<file path="src/rtl/rv32_hazard_scoreboard.sv">
// Hazard/pipeline-control unit tracking TRACK_DEPTH post-decode stages for the rv32 core.
// Optional macro RV32_HAZARD_PERF_EN adds saturating load-use, bus-stall and branch-flush counters.
module rv32_hazard_scoreboard #(
  parameter int unsigned TRACK_DEPTH       = 3,
  parameter int unsigned BRANCH_STAGE      = 1,
  parameter int unsigned LOAD_USE_DISTANCE = 1
) (
  input  logic                   clk,
  input  logic                   reset_n,
  input  logic [4:0]             fetch_rs1_unreg_in,
  input  logic [4:0]             fetch_rs2_unreg_in,
  input  logic                   fetch_fence_unreg_in,
  input  logic                   decode_valid_in,
  input  logic [4:0]             decode_rd_in,
  input  logic                   decode_rd_write_in,
  input  logic                   decode_mem_read_in,
  input  logic                   decode_mem_fence_in,
  input  logic                   instr_read_in,
  input  logic                   instr_ready_in,
  input  logic [TRACK_DEPTH-1:0] stage_wait_in,
  input  logic                   branch_taken_in,
  output logic                   fetch_stall_out,
  output logic                   fetch_flush_out,
  output logic                   decode_stall_out,
  output logic                   decode_flush_out,
  output logic [TRACK_DEPTH-1:0] stage_stall_out,
  output logic [TRACK_DEPTH-1:0] stage_flush_out
`ifdef RV32_HAZARD_PERF_EN
  ,
  output logic [31:0]            perf_load_use_cycles_out,
  output logic [31:0]            perf_bus_stall_cycles_out,
  output logic [31:0]            perf_branch_flush_out
`endif
);

  localparam int unsigned LuShadow = LOAD_USE_DISTANCE - 1;

  logic [TRACK_DEPTH-1:0]      valid_q, valid_d;
  logic [TRACK_DEPTH-1:0]      load_q, load_d;
  logic [TRACK_DEPTH-1:0]      fence_q, fence_d;
  logic [TRACK_DEPTH-1:0][4:0] rd_q, rd_d;

  logic [TRACK_DEPTH-1:0] stall;
  logic [TRACK_DEPTH-1:0] flush;
  logic                   br;
  logic                   load_use;
  logic                   fence_hazard;
  logic                   bus_wait;

  function automatic logic src_match(logic [4:0] rd, logic [4:0] rs1, logic [4:0] rs2);
    return (rd != 5'd0) && ((rd == rs1) || (rd == rs2));
  endfunction

  // A wait in any later stage backs up every earlier stage.
  always_comb begin
    stall = '0;
    for (int unsigned k = 0; k < TRACK_DEPTH; k++) begin
      stall[k] = |(stage_wait_in >> k);
    end
  end

  assign br       = branch_taken_in && !stall[BRANCH_STAGE];
  assign bus_wait = instr_read_in && !instr_ready_in;

  always_comb begin
    load_use = decode_valid_in && decode_mem_read_in && decode_rd_write_in &&
               src_match(decode_rd_in, fetch_rs1_unreg_in, fetch_rs2_unreg_in);
    for (int unsigned k = 0; k < TRACK_DEPTH; k++) begin
      if ((k < LuShadow) && valid_q[k] && load_q[k] &&
          src_match(rd_q[k], fetch_rs1_unreg_in, fetch_rs2_unreg_in)) begin
        load_use = 1'b1;
      end
    end
    fence_hazard = fetch_fence_unreg_in || (decode_valid_in && decode_mem_fence_in) ||
                   (|(valid_q & fence_q));
  end

  // Decode and stage 0 share one stall, so stage 0 only bubbles on a branch.
  always_comb begin
    flush    = '0;
    flush[0] = br && (BRANCH_STAGE > 0);
    for (int unsigned k = 1; k < TRACK_DEPTH; k++) begin
      flush[k] = (stall[k-1] && !stall[k]) || (br && (k < BRANCH_STAGE));
    end
  end

  assign stage_stall_out  = stall;
  assign stage_flush_out  = flush;
  assign decode_stall_out = stall[0];
  assign fetch_stall_out  = stall[0] || load_use || fence_hazard || bus_wait;
  assign fetch_flush_out  = 1'b0;
  assign decode_flush_out = fetch_stall_out || br;

  // The decode instruction itself still advances on a fetch-stall flush (the bubble lands
  // behind it); only a taken branch kills it.
  always_comb begin
    valid_d = valid_q;
    rd_d    = rd_q;
    load_d  = load_q;
    fence_d = fence_q;
    if (flush[0]) begin
      valid_d[0] = 1'b0;
    end else if (!stall[0]) begin
      valid_d[0] = decode_valid_in && !br;
      rd_d[0]    = decode_rd_in;
      load_d[0]  = decode_mem_read_in && decode_rd_write_in;
      fence_d[0] = decode_mem_fence_in;
    end
    for (int unsigned k = 1; k < TRACK_DEPTH; k++) begin
      if (flush[k]) begin
        valid_d[k] = 1'b0;
      end else if (!stall[k]) begin
        valid_d[k] = valid_q[k-1];
        rd_d[k]    = rd_q[k-1];
        load_d[k]  = load_q[k-1];
        fence_d[k] = fence_q[k-1];
      end
    end
  end

  always_ff @(posedge clk or negedge reset_n) begin
    if (!reset_n) begin
      valid_q <= '0;
      rd_q    <= '0;
      load_q  <= '0;
      fence_q <= '0;
    end else begin
      valid_q <= valid_d;
      rd_q    <= rd_d;
      load_q  <= load_d;
      fence_q <= fence_d;
    end
  end

`ifdef RV32_HAZARD_PERF_EN
  logic [31:0] perf_lu_q, perf_lu_d;
  logic [31:0] perf_bus_q, perf_bus_d;
  logic [31:0] perf_br_q, perf_br_d;

  always_comb begin
    perf_lu_d  = perf_lu_q;
    perf_bus_d = perf_bus_q;
    perf_br_d  = perf_br_q;
    if (load_use && (perf_lu_q != '1)) perf_lu_d = perf_lu_q + 32'd1;
    if (((|stage_wait_in) || bus_wait) && (perf_bus_q != '1)) perf_bus_d = perf_bus_q + 32'd1;
    if (br && (perf_br_q != '1)) perf_br_d = perf_br_q + 32'd1;
  end

  always_ff @(posedge clk or negedge reset_n) begin
    if (!reset_n) begin
      perf_lu_q  <= '0;
      perf_bus_q <= '0;
      perf_br_q  <= '0;
    end else begin
      perf_lu_q  <= perf_lu_d;
      perf_bus_q <= perf_bus_d;
      perf_br_q  <= perf_br_d;
    end
  end

  assign perf_load_use_cycles_out  = perf_lu_q;
  assign perf_bus_stall_cycles_out = perf_bus_q;
  assign perf_branch_flush_out     = perf_br_q;
`endif

endmodule
</file>
<file path="config.mk">
export PLATFORM = sky130hd
export DESIGN_NAME = rv32_hazard_scoreboard
export DESIGN_NICKNAME = d
export VERILOG_FILES = /design/src/rtl/rv32_hazard_scoreboard.sv
export SDC_FILE = /design/constraint.sdc
export NUM_CORES = 1
export LEC_CHECK = 0
export BUFFER_PORTS_ARGS = -buffer_cell sky130_fd_sc_hd__buf_2
export CORE_MARGIN = 4
export CORE_UTILIZATION = 34
export CTS_CLUSTER_DIAMETER = 100
export DETAILED_ROUTE_END_ITERATION = 10
export GPL_TIMING_DRIVEN = 0
export PLACE_DENSITY_LB_ADDON = 0.2
export SKIP_LAST_GASP = 1
export SLEW_MARGIN = 20
export SYNTH_ARGS = -nofsm -noshare
export SYNTH_HDL_FRONTEND = slang
export SYNTH_SLANG_ARGS = --single-unit
export TNS_END_PERCENT = 100
</file>
<file path="constraint.sdc">
create_clock -name clk -period 1 [get_ports clk]
set_input_delay 0.05 -clock clk [delete_from_list [all_inputs] [get_ports clk]]
set_output_delay 0.05 -clock clk [all_outputs]
set_load 0.01 [all_outputs]
</file>
==> out/qor.yml <==
status:
  status: "finished with violations"
  violations: "negative setup slack"
route:
  num_vias: 520
  vias_per_cell: 4.68
  first_pass_iters: 4
  totalWireLength_um: 1230
  post_drt_wl_per_cell_um: 11.1
  drt_iter0_drc: 7
  ant_nets: 0
  drc: 0
yosys:
  synthMuxAreaShare_pct: 6.94
  synthXorXnorAreaFrac_pct: 18.0
  ys.warnings.count: 0
  seq_area_frac_synth_pct: 30.8
  synth_cells: 54
  yosys.area_share.simple_pct: 18.3
  synth_top_family_by_area: "simple AND/OR/NAND/NOR gates"
  synth.distinct_cells: 21
  synth_area_sq_um: 487
  synthAdderAreaFrac_pct: 0
  synth_compound_area_share_pct: 16.7
  syn_nets: 82
  syn_avg_cell_area_sq_um: 9.01
  synth_seq_cells: 6
worst_setup_path:
  end_kind: "output pin"
  crit_arrival_ns: 1.43
  cpPeakStageDelay_ns: 0.38
  ff2ff_path_depth: 3
  r2r-end: "valid_q[2]"
  critPathRequiredTime_ns: 0.95
  crit_fanout: 2
  reg2reg_from: "valid_q[1]"
  slowest_stage: "dfrtp_1"
  start_kind: "register"
  crit_chain: "a22oi_2 -> nand3_2 -> a2111oi_4 -> o211ai_1 -> buf_2"
  rrSetupSlack_ns: 0.05
  critPathKind: "register to output pin"
place:
  place_area_sq_um: 686
  routabilityCongestion: 0.693
  dp.cells: 105
  io_buffers: 36
  dpl.hpwl_um: 1060
floorplanning:
  dieWidth_um: 45.8
  core_sq_mm: 0.00132
  die_area_sq_mm: 0.00210
  fp-row-count: 13
  die_y_um: 45.8
  initial_core_util_pct: 36.9
  io-pin-count: 38
global_route:
  grt_max_degree: 9
  antenna_found_initial: 0
  grt_pass1_vias: 464
  grt_overflow: 0
  grtUsageTotal_pct: 11.8
  grt_pass1_wl_um: 1740
pwr:
  finalPower_mw: 0.794
  power_leakage_nw: 0.392
  p_comb_share_pct: 32.4
  swShare_pct: 28.3
  irDropWorstVdd_uv: 534
  powerDensity_mw_per_mm2: 1050
  internal_power_mw: 0.569
  p_clk_share_pct: 26.0
  switchingPower_mw: 0.225
  p_seq_share_pct: 41.6
clock_network:
  root_buffer: "clkbuf_4"
  clk_pin_slew_ns: 0.04
  cts.sinks: 6
  clk_latency_ns: 0.23
  cts_buffers: 3
  cts-htree-levels: 1
  cts_tree: "done"
  clockBufferDepth: 2
cells_and_area:
  final_nets: 126
  syn_to_final_growth_pct: 55.3
  final_common_cell: "buf_2"
  fin_cells: 111
  layout-drive-gt1-share_pct: 55.2
  design_area_sq_um: 756
  n_antenna_cell: 0
  layout_common_cells: "36 x buf_2, 10 x xor2_1, 6 x buf_4, 6 x dfrtp_1"
  fillCellCount: 121
timing:
  timing.final.crit_share_pct: 148
  finalHoldViolCount: 0
  fin_ws_ns: -0.485
  slew_viol_final: 0
  rsz0062_at_grt: "true"
  period_minus_slack_ns: 1.48
  clock_skew_ns: 0.000592
  setup_viol: 2
  worst_hold_slack_ns: 0.113
  fmaxAchievable_mhz: 674
hold_path:
  hp-class: "input port to register"
  min_to: "fence_q[0]"
  hold_depth: 2
  min_from: "decode_mem_fence_in"
run:
  drv_cap: 0
==> cell usage after synthesis <==
| cell type | count | area, sq um |
|---|---|---|
| a32o_1 | 1 | 10.0 |
| a2111oi_2 | 1 | 15.0 |
| a22o_1 | 1 | 8.76 |
| o2111ai_2 | 1 | 15.0 |
| a22oi_1 | 2 | 15.0 |
| o211ai_1 | 1 | 7.51 |
| nand2_1 | 5 | 18.8 |
| inv_1 | 3 | 11.3 |
| nor3_1 | 2 | 10.0 |
| nor2_4 | 1 | 11.3 |
| conb_1 | 1 | 3.75 |
| buf_4 | 4 | 30.0 |
| or4_1 | 1 | 7.51 |
| mux2_2 | 3 | 33.8 |
| dfrtp_1 | 6 | 150 |
| nor2_1 | 5 | 18.8 |
| nor2b_1 | 1 | 6.26 |
| nand2b_1 | 1 | 6.26 |
| xor2_1 | 10 | 87.6 |
| nand3_1 | 2 | 10.0 |
| o21ai_0 | 2 | 10.0 |
==> power by group through the flow <==
stage,clock [mW],sequential [mW],combinational (mW)
final,0.206,0.330,0.257
after global routing,0.237,0.335,0.286
after CTS,0.221,0.320,0.249
after detailed placement,0,0.325,0.235
after global placement,0,0.324,0.230
after floorplan,0,0.318,0.129
==> timing repair <==
| action | in CTS | in global routing |
|---|---|---|
| endpoints found under the hold margin | 6 | 0 |
| hold buffers | 1 | 0 |
| gates resized for setup | 1 | 2 |
| setup endpoints to repair | 2 | 2 |
| buffers inserted | 1 | 1 |
| cloned | 0 | 0 |
==> cell families after synthesis <==
family | after synthesis
other cells | 1
compound gates | 9
buf+inv | 7
mux | 3
simple gates | 18
xor+xnor | 10
flops | 6
==> cell type report <==
| type | instances | area (sq um) | area share [%] |
|---|---|---|---|
| multi-input combinational | 41 | 318 | 42.1 |
| inverter | 3 | 11.3 | 1.49 |
| sequential | 6 | 150 | 19.9 |
| tap | 15 | 18.8 | 2.48 |
| timing repair buffer | 39 | 205 | 27.2 |
| clock buffer | 3 | 22.5 | 2.98 |
| buffer | 4 | 30.0 | 3.97 |
==> metrics by stage <==
stage               worst slack (ns)  TNS, ns  util, %
CTS                           -0.509   -0.972     56.0
finish                        -0.485   -0.924     57.4
detailed placement            -0.308   -0.677     52.0
global route                  -0.569    -1.11     57.4
global placement              -0.302   -0.677     52.0
floorplan                     -0.109   -0.192        -
==> worst max-delay path by stage <==
stage	startpoint	to	slack [ns]	cells past startpoint
after floorplan	valid_q[1]	decode_flush_out	-0.11	4
after global placement	valid_q[1]	decode_flush_out	-0.30	5
after detailed placement	valid_q[1]	decode_flush_out	-0.31	5
after CTS	valid_q[1]	decode_flush_out	-0.51	5
after global routing	valid_q[1]	decode_flush_out	-0.57	5
final	valid_q[1]	decode_flush_out	-0.48	5
==> flip-flops by register name (all words and copies together), names as in the netlist <==
signal and flops:
fence_q 3, valid_q 3
==> routing by layer <==
layer | up-vias | global-route usage, % | wire length, um
met5 | - | 0 | 0
met4 | 0 | 8.52 | 8
met3 | 2 | 3.16 | 126
met2 | 16 | 21.4 | 703
met1 | 235 | 11.2 | 392
li1 | 267 | - | -
==> worst max-delay path, delay by kind of cell, from the launching register on <==
kind / cells / cell delay, ns
AOI/OAI and AO/OA: 3 / 0.56
DFF: 1 / 0.38
buffers and inverters: 1 / 0.16
and+or+nand+nor: 1 / 0.10
(Power assumes the default switching activity.)
